<file path="src/rtl/noc_pkg.sv">
// Shared NoC definitions: flit geometry, header field positions and direction codes
// used by the router input buffer and route-compute stages.
package noc_pkg;

   localparam int DATASIZE = 40;

   // Header field positions inside a flit.
   localparam int SRC_MSB  = 39;
   localparam int SRC_LSB  = 36;
   localparam int DST_MSB  = 35;
   localparam int DST_LSB  = 32;
   localparam int TYPE_MSB = 1;
   localparam int TYPE_LSB = 0;

   typedef logic [DATASIZE-1:0] flit_t;

   typedef enum logic [3:0] {
      DIR_LOCAL = 4'b0000,
      DIR_E     = 4'b0010,
      DIR_N     = 4'b0100,
      DIR_W     = 4'b1000,
      DIR_NONE  = 4'b1111
   } dir_e;

   function automatic logic [3:0] flit_dst(input flit_t f);
      return f[DST_MSB:DST_LSB];
   endfunction

   function automatic logic [3:0] flit_src(input flit_t f);
      return f[SRC_MSB:SRC_LSB];
   endfunction

endpackage

</file>
<file path="src/rtl/ib_fifo_mem.sv">
// DEPTH x DATASIZE register array: one synchronous write port, one asynchronous read port.
module ib_fifo_mem
   import noc_pkg::*;
#(
   parameter int DEPTH    = 8,
   parameter int WIDTH    = 3,
   parameter int DATASIZE = noc_pkg::DATASIZE
) (
   input  logic                rc_clk,
   input  logic                i_wr_en,
   input  logic [WIDTH-1:0]    i_wr_addr,
   input  logic [DATASIZE-1:0] i_wr_data,
   input  logic [WIDTH-1:0]    i_rd_addr,
   output logic [DATASIZE-1:0] o_rd_data
);

   logic [DATASIZE-1:0] r_mem [DEPTH];

   // NOTE: storage has no reset; validity is tracked by the pointers/count, so
   // resetting the array would only add a reset net to every bit for nothing.
   always_ff @(posedge rc_clk) begin
      if (i_wr_en) begin
         r_mem[i_wr_addr] <= i_wr_data;
      end
   end

   assign o_rd_data = r_mem[i_rd_addr];

endmodule

</file>
<file path="src/rtl/ib_fifo_pressure.sv">
// Router input buffer: show-ahead FIFO feeding route-compute, exporting registered
// occupancy (pressure), its high-water mark, and a sticky overflow flag.
module ib_fifo_pressure
   import noc_pkg::*;
#(
   parameter int DEPTH    = 8,
   parameter int WIDTH    = 3,
   parameter int DATASIZE = noc_pkg::DATASIZE
) (
   input  logic                rc_clk,
   input  logic                rst_n,
   input  logic [DATASIZE-1:0] link_data_in,
   input  logic                link_valid_in,
   output logic                link_ready_out,
   output logic [DATASIZE-1:0] data_out,
   output logic                valid_out,
   input  logic                rc_ready,
   output logic [WIDTH:0]      pressure_out,
   output logic [WIDTH:0]      peak_pressure,
   output logic                overflow_err
);

   localparam int CNT_W = WIDTH + 1;

   logic [WIDTH-1:0]    r_wr_ptr;
   logic [WIDTH-1:0]    r_rd_ptr;
   logic [CNT_W-1:0]    r_count;
   logic [CNT_W-1:0]    r_peak;
   logic                r_overflow;

   logic                w_full;
   logic                w_empty;
   logic                w_push;
   logic                w_pop;
   logic [CNT_W-1:0]    w_count_nxt;
   logic [DATASIZE-1:0] w_rd_data;

   // Flags come from registered count only, so no input reaches an output combinationally.
   assign w_full  = (r_count == CNT_W'(DEPTH));
   assign w_empty = (r_count == '0);
   assign w_push  = link_valid_in & ~w_full;
   assign w_pop   = rc_ready & ~w_empty;

   // NOTE: combinational logic uses blocking assignments with a default first,
   // so every path assigns the output and no latch is inferred.
   always_comb begin
      w_count_nxt = r_count;
      if (w_push && !w_pop) begin
         w_count_nxt = r_count + CNT_W'(1);
      end else if (w_pop && !w_push) begin
         w_count_nxt = r_count - CNT_W'(1);
      end
   end

   ib_fifo_mem #(
      .DEPTH    (DEPTH),
      .WIDTH    (WIDTH),
      .DATASIZE (DATASIZE)
   ) u_mem (
      .rc_clk    (rc_clk),
      .i_wr_en   (w_push),
      .i_wr_addr (r_wr_ptr),
      .i_wr_data (link_data_in),
      .i_rd_addr (r_rd_ptr),
      .o_rd_data (w_rd_data)
   );

   // NOTE: sequential state uses non-blocking assignments so every register
   // samples pre-edge values regardless of statement order.
   always_ff @(posedge rc_clk or negedge rst_n) begin
      if (!rst_n) begin
         r_wr_ptr <= '0;
         r_rd_ptr <= '0;
         r_count  <= '0;
      end else begin
         if (w_push) begin
            r_wr_ptr <= r_wr_ptr + WIDTH'(1);
         end
         if (w_pop) begin
            r_rd_ptr <= r_rd_ptr + WIDTH'(1);
         end
         r_count <= w_count_nxt;
      end
   end

   // High-water mark and sticky overflow, both cleared only by reset.
   always_ff @(posedge rc_clk or negedge rst_n) begin
      if (!rst_n) begin
         r_peak     <= '0;
         r_overflow <= 1'b0;
      end else begin
         if (w_count_nxt > r_peak) begin
            r_peak <= w_count_nxt;
         end
         if (link_valid_in && w_full) begin
            r_overflow <= 1'b1;
         end
      end
   end

   assign link_ready_out = ~w_full;
   assign valid_out      = ~w_empty;
   assign data_out       = w_empty ? '0 : w_rd_data;
   assign pressure_out   = r_count;
   assign peak_pressure  = r_peak;
   assign overflow_err   = r_overflow;

   // Pointer distance must always agree with the occupancy counter.
   a_count_range: assert property (@(posedge rc_clk) disable iff (!rst_n)
      r_count <= CNT_W'(DEPTH));

   a_ptr_count: assert property (@(posedge rc_clk) disable iff (!rst_n)
      (w_full || (r_wr_ptr - r_rd_ptr) == r_count[WIDTH-1:0]));

   a_full_ptrs: assert property (@(posedge rc_clk) disable iff (!rst_n)
      (!w_full || r_wr_ptr == r_rd_ptr));

   a_peak_bound: assert property (@(posedge rc_clk) disable iff (!rst_n)
      (r_peak >= r_count && r_peak <= CNT_W'(DEPTH)));

endmodule
</file>
<file path="config.mk">
export PLATFORM = sky130hd
export DESIGN_NAME = ib_fifo_pressure
export DESIGN_NICKNAME = d
export VERILOG_FILES = /design/src/rtl/noc_pkg.sv /design/src/rtl/ib_fifo_mem.sv /design/src/rtl/ib_fifo_pressure.sv
export SDC_FILE = /design/constraint.sdc
export NUM_CORES = 1
export LEC_CHECK = 0
export BUFFER_PORTS_ARGS = -buffer_cell sky130_fd_sc_hd__buf_4
export CAP_MARGIN = 20
export CORE_MARGIN = 3
export CORE_UTILIZATION = 55
export CTS_BUF_LIST = sky130_fd_sc_hd__clkbuf_16
export CTS_CLUSTER_SIZE = 12
export DETAILED_ROUTE_END_ITERATION = 6
export PLACE_DENSITY_LB_ADDON = 0.08
export SLEW_MARGIN = 10
export SYNTH_ARGS = -nofsm -noshare
export SYNTH_HDL_FRONTEND = slang
export SYNTH_HIERARCHICAL = 1
export SYNTH_SLANG_ARGS = --single-unit
export TNS_END_PERCENT = 30
</file>
<file path="constraint.sdc">
create_clock -name rc_clk -period 5.4 [get_ports rc_clk]
set_clock_uncertainty 0.15 [all_clocks]
set_input_delay 0.27 -clock rc_clk [delete_from_list [all_inputs] [get_ports rc_clk]]
set_output_delay 0.27 -clock rc_clk [all_outputs]
set_load 0.05 [all_outputs]
</file>
==> results of run 1 <==
==> flip-flops by register name, indices dropped and copies added (netlist names) <==
signal and cells:
peak_pressure 4, r_wr_ptr 3, r_rd_ptr 3, overflow_err 1, pressure_out 4, u_mem/r_mem 320
==> routing by layer <==
metal / vias to the layer above / part of all wire (%) / routed length (um) / global-route usage, %
met5: - / 0 / 0 / 0
met4: 0 / 1.9 / 495 / 4.92
met3: 41 / 5.1 / 1350 / 4.06
met2: 164 / 51 / 13300 / 35.1
met1: 3377 / 42 / 11100 / 27.2
li1: 2924 / - / - / -
==> worst max-delay path, cell delays in order (launching register included) <==
cell and delay, ns:
dfrtp_1 0.47, inv_1 0.12, ha_1 0.30, nor3b_4 0.24, buf_4 0.37, a21oi_1 0.07
o211ai_1 0.24, nand2_1 0.12, ha_1 0.31, nor2b_4 0.13, or4_4 0.42, and3_4 0.21
mux2_4 0.29
==> cells in the mapped netlist <==
library cell,n
mux2_4,2
nand3b_1,1
mux4_1,80
o221ai_1,1
a22oi_1,1
and3_4,1
inv_1,9
o211ai_1,1
or3_1,1
dfrtp_1,15
clkbuf_1,18
or2_2,2
xnor2_1,4
buf_2,3
nor2_1,7
mux2i_1,1
buf_6,9
a31o_2,1
a41oi_1,1
a21o_1,1
nor3b_4,1
a31oi_1,6
and2_1,2
nand2b_2,1
nand2b_1,3
or4_1,1
nand2_1,11
nand3_1,4
and3b_1,1
and2b_1,1
nor2b_1,42
o21ai_0,4
a311oi_1,1
a21oi_1,1
nor2b_4,1
or4_4,1
nand4_1,1
xor2_1,1
edfxtp_1,320
nor3_1,6
ha_1,8
mux2_2,42
==> worst max-delay path by stage <==
stage	slack [ns]	from	end
2_1_floorplan	0.04	pressure_out[1]	u_mem/r_mem[0][0]
3_3_place_gp	1.94	pressure_out[1]	peak_pressure[3]
3_5_place_dp	1.88	pressure_out[1]	peak_pressure[3]
4_1_cts	1.86	pressure_out[1]	peak_pressure[3]
5_1_grt	1.67	pressure_out[1]	peak_pressure[3]
6_report	1.85	pressure_out[1]	peak_pressure[3]
==> cells in the final DEF (no fill, tap or decap), drive strengths merged, types with 4 or more instances in the layout <==
master	n
nand2	11
mux2	44
edfxtp	320
mux4	80
clkbuf	37
ha	8
inv	20
nor2b	43
buf	110
nor3	6
a31oi	6
o21ai	4
nor2	7
xnor2	4
clkinv	4
dlygate4sd3	43
dfrtp	15
nand2b	4
nand3	4
==> repair_timing <==
action                                 CTS  global route
hold buffers                            43             0
setup buffers                            0             0
endpoints found under the hold margin  339             0
==> cells by family after synthesis <==
| kind of cell | Yosys count | synth area share (%) |
|---|---|---|
| adders and majority gates | 8 | 0.735 |
| muxes | 125 | 19.2 |
| and+or+nand+nor | 88 | 3.91 |
| DFF | 335 | 73.3 |
| xor gates and xnor gates | 5 | 0.322 |
| AOI/OAI and AO/OA | 18 | 0.882 |
| buffers and inverters | 39 | 1.60 |
==> stage by stage <==
stage | cell area [um^2] | hold WS, ns | cells | power, uW | worst slack, ns
final | 16200 | 0.0138 | 1112 | 9620 | 1.85
after global placement | 14700 | -0.0178 | 1016 | 7480 | 1.94
after global routing | 16200 | 0.0207 | 1112 | 10100 | 1.67
after floorplan | 13600 | -0.176 | 618 | 6470 | 0.0379
after CTS | 16100 | 0.00921 | 1111 | 9700 | 1.86
after detailed placement | 14700 | -0.0138 | 1016 | 7570 | 1.88
==> power breakdown <==
group	total, uW	internal, uW	switching (uW)
Clock	2090	1220	875
Combinational	3980	1610	2370
Sequential	3540	3290	252
Total	9620	6120	3500
==> final cells by class <==
type / instances / area, um^2
Clock buffer: 37 / 926
Tap cell: 319 / 399
Inverter: 9 / 33.8
Timing Repair Buffer: 153 / 1280
Fill cell: 1584 / 7740
Sequential cell: 335 / 9990
Multi-Input combinational cell: 244 / 3470
Clock inverter: 15 / 61.3
==> flow_summary_export.csv, run 1 <==
group,metric,value,unit
final_layout,area_delta_synth_final,18.7,%
detailed_routing,ant_nets,0,
floorplanning,dieArea,26700,um^2
floorplanning,die_h,163,um
global_route,grt_max_degree,82,
detailed_routing,wirelength,26300,um
cts,clk_pin_slew,0.06,ns
cts,cts_buffer_depth,3,
worst_hold_path,min_path_type,"primary input to async pin",
logic_synthesis,yosys_warnings,6,
floorplanning,start_util,57.0,%
timing,tightest_slew,0.980,ns
global_route,antenna_found_initial,0,
logic_synthesis,synth_nets,670,
logic_synthesis,ys_ff_latch,335,
worst_setup_path,worstSetupPathType,"flip-flop to flip-flop",
detailed_routing,avgRoutedWirePerCell,23.7,um
timing,period_needed,3.55,ns
detailed_routing,vias_per_cell,5.85,
cts,cts_buffers,35,
place,globalplace.congestion,0.797,
detailed_routing,drc,0,
run_status,status,"finished clean",
worst_setup_path,required,5.63,ns
power_and_ir_drop,pwr_density_cell,595,nW/um^2
detailed_routing,vias,6506,
place,io_buffer_count,94,
power_and_ir_drop,leakage,0.00570,uW
detailed_routing,drt_pass1_iterations,5,
floorplanning,core-area,23900,um^2
worst_setup_path,crit_fanout,25,
timing,drv_slew,0,
place,dpl.hpwl,14500,um
global_route,track_usage,20.4,%
worst_setup_path,startpoint_type,"flip-flop",
logic_synthesis,synth_cell_types,42,
timing,relSlewSlack,34.5,%
logic_synthesis,postSynthAreaPerCell,22.0,um^2
worst_setup_path,cp-end-kind,"flip-flop",
global_route,grt.overflow.total,0,
logic_synthesis,netlist.top_cell.by_area,"edfxtp_1",
logic_synthesis,synthTopCellsByArea,"edfxtp_1, mux4_1, mux2_2",
cts,cts_resized,0,
timing,rsz0062_at_grt,"no",
power_and_ir_drop,ir_drop,0.419,mV
worst_setup_path,r2r-start,"pressure_out[1]",
worst_setup_path,reg2reg_depth,12,
cts,h-tree-depth,2,
detailed_routing,dr.first_iter.drc_count,381,
timing,period_share,65.7,%
worst_setup_path,worstPathArrival,3.78,ns
cts,root_buffer,"clkbuf_16",
global_route,grt_pass1_vias,6914,
cts,clkLatencyLatePin,0.50,ns
worst_setup_path,r2r_slack,1.85,ns
timing,timing.fmax,0.282,GHz
final_layout,diodes,0,
global_route,grt_pass1_wl,40700,um
logic_synthesis,synthCells,618,
flow_run,cap_violations,0,
final_layout,final_util,67.6,%
logic_synthesis,synth_area,13600,um^2
timing,finalHoldViolCount,0,
final_layout,final_nets,830,
logic_synthesis,synth_top_area_share,70.6,%
floorplanning,io-pin-count,95,
final_layout,drive_gt1_share,26.6,%
worst_setup_path,rr_endpoint,"peak_pressure[3]",
floorplanning,die_w,163,um
floorplanning,fp-row-count,56,
cts,cts_tree,"yes",
timing,setup_viol,0,
logic_synthesis,seq_area_frac_synth,73.3,%
timing,setup_tns,0,ns
cts,cts_sinks,335,
(Power assumes the default switching activity.)
==> run 2: changes to the inputs <==
ABC_AREA = 1   (was default)
clock period = 3.1 ns   (was 5.4 ns; I/O delays follow)
==> flow_summary_export.csv, run 2 <==
group,metric,value,unit
power_and_ir_drop,pwr_density_cell,1010,nW/um^2
power_and_ir_drop,leakage,0.00839,uW
worst_setup_path,crit_fanout,8,
logic_synthesis,async_flop_share,4.48,%
logic_synthesis,synth.most_common_cell,"nand2_1",
logic_synthesis,synth_cell_types,33,
timing,tightest_slew,0.837,ns
detailed_routing,ant_nets,0,
global_route,grt_pass1_vias,9878,
logic_synthesis,synth_ff_type,"edfxtp_1",
final_layout,mostFrequentLayoutCells,"nand2_1, edfxtp_1, inv_1",
global_route,antenna_found_initial,0,
cts,root_buffer,"clkbuf_16",
timing,timing.final.ws_setup,0.327,ns
cts,cts_sinks,335,
logic_synthesis,synthCells,1590,
final_layout,largest-register,"u_mem/r_mem",
logic_synthesis,synth_top_area_share,63.0,%
place,dp_slack,0.231,ns
run_status,status,"finished clean",
detailed_routing,dr.first_iter.drc_count,620,
detailed_routing,avgRoutedWirePerCell,14.8,um
floorplanning,dieArea,29800,um^2
timing,rsz0062_at_grt,"no",
worst_hold_path,min_path_type,"primary input to flip-flop",
place,dp.cells,2015,
final_layout,seqCellArea,9990,um^2
cts,cts_buffers,36,
final_layout,area_delta_synth_final,17.8,%
cts,clkLatencyLatePin,0.49,ns
worst_setup_path,cp-end-kind,"flip-flop",
worst_setup_path,worstPathArrival,3.00,ns
floorplanning,die_w,172,um
worst_setup_path,required,3.32,ns
floorplanning,die_h,172,um
logic_synthesis,synth_enable_flop_cells,320,
timing,drv_slew,0,
cts,post_cts_buffers,0,
final_layout,final_nets,1777,
timing,finalHoldViolCount,0,
final_layout,largest_reg_flops,320,
floorplanning,start_util,56.3,%
detailed_routing,drt_pass1_iterations,5,
logic_synthesis,yosys_warnings,6,
final_layout,fillers,2070,
detailed_routing,drc,0,
detailed_routing,vias,10200,
final_layout,mostFrequentLayoutCell,"nand2_1",
final_layout,drive_gt1_share,16.5,%
logic_synthesis,netlist.top_cell.by_area,"edfxtp_1",
final_layout,final_util,66.2,%
timing,period_share,89.4,%
power_and_ir_drop,finalPower,18200,uW
flow_run,cap_violations,0,
logic_synthesis,ys_ff_latch,335,
detailed_routing,wirelength,31300,um
place,dpl.hpwl,17000,um
global_route,grt_pass1_wl,50000,um
floorplanning,core-area,27100,um^2
detailed_routing,vias_per_cell,4.80,
logic_synthesis,synth_nets,1642,
cts,cts_buffer_depth,3,
logic_synthesis,synthTopCellsByArea,"edfxtp_1, nand2_1, inv_1",
floorplanning,fp-row-count,60,
place,globalplace.congestion,0.781,
final_layout,diodes,0,
global_route,grt.overflow.total,0,
cts,clk_pin_slew,0.06,ns
timing,period_needed,2.77,ns
timing,relSlewSlack,43.9,%
cts,cts_tree,"yes",
timing,setup_viol,0,
worst_setup_path,worstSetupPathType,"flip-flop to flip-flop",
final_layout,multi_input_area,3500,um^2
logic_synthesis,seq_area_frac_synth,65.5,%
global_route,grt_max_degree,163,
logic_synthesis,synth_common_cells,"nand2_1, edfxtp_1, inv_1",
power_and_ir_drop,ir_drop,1.05,mV
place,io_buffer_count,94,
logic_synthesis,postSynthAreaPerCell,9.59,um^2
timing,hold_slack,0.270,ns
timing,timing.fmax,0.361,GHz
cts,h-tree-depth,2,
final_layout,fin_cells,2120,
floorplanning,io-pin-count,95,
global_route,track_usage,21.5,%
logic_synthesis,synth_area,15200,um^2
worst_setup_path,startpoint_type,"flip-flop",
-- run 2: cell count changes after synthesis, sizes merged, moves of 3 or more --
cell / change
nand2: +549
inv: +372
nand3: +165
mux4: -80
mux2: -44
nor2: +43
nor2b: -43
buf: +42
clkbuf: -6
a31oi: -5
nor3: -5
nand2b: -4
o21ai: -3
-- run 2: metal layers --
metal / share of wire [%] / up-vias / global-route usage, %
li1: - / 5160 / -
met1: 45 / 4691 / 29.4
met2: 48 / 259 / 36.4
met3: 4.9 / 60 / 3.11
met4: 1.8 / 0 / 5.55
met5: 0 / - / 0
-- run 2: logic make-up (layout without fill, tap and decap cells) --
| kind of cell | count (synthesis) | after routing | share of synthesized area, % |
|---|---|---|---|
| AO/OA/AOI/OAI | 9 | 9 | 0.435 |
| buffers and inverters | 448 | 606 | 12.0 |
| adder cells (fa/ha/maj) | 8 | 8 | 0.657 |
| XOR/XNOR | 7 | 7 | 0.402 |
| AND/OR/NAND/NOR | 783 | 783 | 21.0 |
| flip-flops | 335 | 335 | 65.5 |
-- run 2: timing repair --
item                                    in CTS  in global routing
hold endpoints to repair                   346                  0
hold buffers                                44                  0
resized for setup                            1                  1
endpoints found under the setup margin      21                  4
-- run 2: worst paths after layout --
| check | start | to | slack, ns | cells past startpoint |
|---|---|---|---|---|
| max in group asynchronous | rst_n | r_rd_ptr[0] | 1.64 | 3 |
| min in group asynchronous | rst_n | r_wr_ptr[1] | 0.64 | 3 |
| setup reg to reg | pressure_out[1] | peak_pressure[0] | 0.33 | 16 |
| setup / recovery | pressure_out[1] | peak_pressure[0] | 0.33 | 16 |
| hold / removal | link_data_in[5] | u_mem/r_mem[5][5] | 0.27 | 2 |
| hold reg to reg | overflow_err | overflow_err | 0.33 | 1 |
-- run 2: critical path, stage by stage (launching register included) --
cell and delay (ns):
dfrtp_1 0.42, inv_1 0.11, ha_1 0.27, nand3_2 0.16, nand2_4 0.15, inv_4 0.08
nand2_8 0.08, inv_2 0.04, nand2_1 0.06, a21boi_1 0.20, ha_1 0.27, nand2_1 0.09
nor2_1 0.05, a22oi_2 0.24, inv_1 0.14, nand2_1 0.09, o21ai_2 0.05
-- run 2: area by class of cell --
type                       instances  area share (%)
sequential                       335            55.7
multi-input combinational        807            19.5
timing repair buffer             163            8.54
inverter                         382            8.02
clock buffer                      37            5.16
tap                              372            2.59
clock inverter                    24           0.530
-- run 2: power breakdown --
part	switching (uW)	leakage (uW)	internal (uW)	total, uW
clock network	1560	0.000556	2140	3700
logic	5990	0.00476	2540	8530
registers	254	0.00308	5730	5980
total	7810	0.00839	10400	18200
-- run 2: stage by stage --
stage          TNS [ns]  area [um^2]
5_1_grt               0        18000
3_3_place_gp          0        16500
4_1_cts               0        17900
6_report              0        18000
2_1_floorplan    -99.16        15300
3_5_place_dp          0        16500
==> run 3: changes to the inputs <==
ABC_AREA = default   (was 1)
BUFFER_PORTS_ARGS = default   (was -buffer_cell sky130_fd_sc_hd__buf_4)
DONT_BUFFER_PORTS = 1   (was default)
==> flow_summary_export.csv, run 3 (synthesis gave the netlist of run 1 again) <==
group,metric,value,unit
global_route,track_usage,19.7,%
cts,cts_buffers,35,
worst_setup_path,cp-end-kind,"flip-flop",
cts,cts_sinks,335,
cts,root_buffer,"clkbuf_16",
cts,cts_buffer_depth,3,
detailed_routing,wirelength,25700,um
place,placed_area,14500,um^2
detailed_routing,drt_pass1_iterations,7,
worst_setup_path,critPathMaxStageDelay,0.43,ns
final_layout,multi_input_area,3520,um^2
final_layout,seqCellArea,10000,um^2
global_route,grt_pass1_wl,39200,um
power_and_ir_drop,clkPwrFrac,21.6,%
power_and_ir_drop,pwr_density_cell,1050,nW/um^2
final_layout,mostFrequentLayoutCells,"edfxtp_1, mux4_1, buf_4",
timing,hold_slack,0.00196,ns
cts,cts_tree,"yes",
cts,h-tree-depth,2,
worst_setup_path,worstPathArrival,3.26,ns
floorplanning,io-pin-count,95,
floorplanning,die_h,163,um
floorplanning,dieArea,26700,um^2
run_status,violations,"DRC",
power_and_ir_drop,leakage,0.00557,uW
timing,period_needed,3.03,ns
global_route,grt.overflow.total,0,
worst_hold_path,min_path_type,"primary input to async pin",
detailed_routing,vias_per_cell,5.95,
worst_setup_path,worstSetupPathType,"flip-flop to flip-flop",
detailed_routing,dr.first_iter.drc_count,475,
floorplanning,start_util,57.0,%
worst_setup_path,crit_fanout,8,
power_and_ir_drop,p_comb_share,41.6,%
final_layout,area_delta_synth_final,17.4,%
detailed_routing,drc,2,
worst_setup_path,r2r_slack,0.07,ns
detailed_routing,vias,6422,
worst_setup_path,cp_slowest_cell,"or4_4",
power_and_ir_drop,switchingPower,6100,uW
worst_setup_path,worstSetupStartpoint,"pressure_out[1]",
floorplanning,fp-row-count,56,
timing,finalHoldViolCount,0,
global_route,antenna_found_initial,2,
place,globalplace.congestion,0.821,
detailed_routing,ant_nets,0,
run_status,status,"finished, violations left",
power_and_ir_drop,share_seq_of_total_power,36.8,%
final_layout,fillers,1562,
timing,timing.fmax,0.330,GHz
cts,clk_pin_slew,0.06,ns
timing,relSlewSlack,53.0,%
global_route,grt_pass1_vias,6630,
final_layout,largest-register,"u_mem/r_mem",
detailed_routing,avgRoutedWirePerCell,23.8,um
timing,tightest_slew,0.703,ns
place,io_buffer_count,0,
flow_run,cap_violations,0,
worst_setup_path,critical-path-top-delay-family,"simple AND/OR/NAND/NOR gates",
power_and_ir_drop,internal-power,10700,uW
timing,setup_viol,0,
timing,period_share,97.8,%
worst_setup_path,crit_buf_inv,1,
timing,drv_slew,0,
place,dpl.hpwl,14600,um
cts,clkLatencyLatePin,0.49,ns
power_and_ir_drop,swShare,36.3,%
final_layout,largest_reg_flops,320,
power_and_ir_drop,ir_drop,0.758,mV
worst_setup_path,required,3.33,ns
worst_setup_path,crit_chain,"inv_2 > ha_4 > nor3b_4 > a21oi_1 > o211ai_1 > nand2_1 > ha_1 > nor2b_4 > or4_4 > and3_4 > mux2_4",
worst_setup_path,r2r-start,"pressure_out[1]",
final_layout,final_nets,793,
floorplanning,core-area,23900,um^2
final_layout,design_area,16000,um^2
global_route,grt_max_degree,44,
worst_setup_path,startpoint_type,"flip-flop",
final_layout,drive_gt1_share,24.5,%
floorplanning,die_w,163,um
final_layout,mostFrequentLayoutCell,"edfxtp_1",
## run 3: changes by cell type in the layout (fill, tap and decap cells not counted), moves of 80 or more
cell and change:
nand2_1 -545, inv_1 -270, mux4_1 +80, inv_2 -100, nand3_1 -164
## run 3: worst register-to-register path, cell delays in order (launching register included)
cell,delay (ns)
dfrtp_2,0.41
inv_2,0.09
ha_4,0.18
nor3b_4,0.20
a21oi_1,0.08
o211ai_1,0.29
nand2_1,0.14
ha_1,0.33
nor2b_4,0.13
or4_4,0.43
and3_4,0.19
mux2_4,0.29
## run 3: through the flow
step	setup TNS (ns)	total power, uW	util [%]	cells	worst slack [ns]
after floorplan	-17.34	11300	-	618	-0.214
after global routing	-0.0617	17600	66.9	1080	-0.0328
after CTS	0	17000	66.7	1075	0.110
after global placement	0	13100	60.7	977	0.256
after detailed placement	0	13200	60.7	977	0.149
final	0	16800	66.9	1080	0.0675
## run 3: power groups by stage
| stage | combinational (uW) | clock [uW] | sequential [uW] |
|---|---|---|---|
| final | 7010 | 3630 | 6200 |
| after global routing | 7390 | 3910 | 6260 |
| after CTS | 7030 | 3720 | 6210 |
| after detailed placement | 6910 | 0 | 6300 |
| after global placement | 6810 | 0 | 6250 |
| after floorplan | 5160 | 0 | 6180 |
## run 3: worst paths after layout
| check | depth (start not counted) | endpoint |
|---|---|---|
| setup / recovery | 11 | peak_pressure[3] |
| hold / removal | 1 | overflow_err |
| setup reg to reg | 11 | peak_pressure[3] |
| hold reg to reg | 1 | r_wr_ptr[2] |
| max in group asynchronous | 1 | r_rd_ptr[0] |
| min in group rc_clk | 4 | pressure_out[0] |
## run 3: layer usage
metal  part of all wire (%)  global-route usage (%)  up-vias
li1                       -                       -     2859
met1                     42                    27.0     3312
met2                     50                    33.4      202
met3                    6.0                    3.93       49
met4                    1.7                    4.54        0
met5                      0                       0        -
## run 3: area by class of cell
class,instances,area share (%)
diodes,2,0.0313
clock buffers,37,5.80
clock inverters,18,0.439
inverters,9,0.211
multi-input cells,244,22.0
flip-flops and latches,335,62.6
well taps,319,2.50
repair buffers,116,6.44
## run 3: what timing repair did
action / CTS / global route
setup endpoints to repair: 0 / 2
buffers inserted: 0 / 3
gates resized for setup: 0 / 1
hold buffers: 43 / 0
hold endpoints to repair: 348 / 0
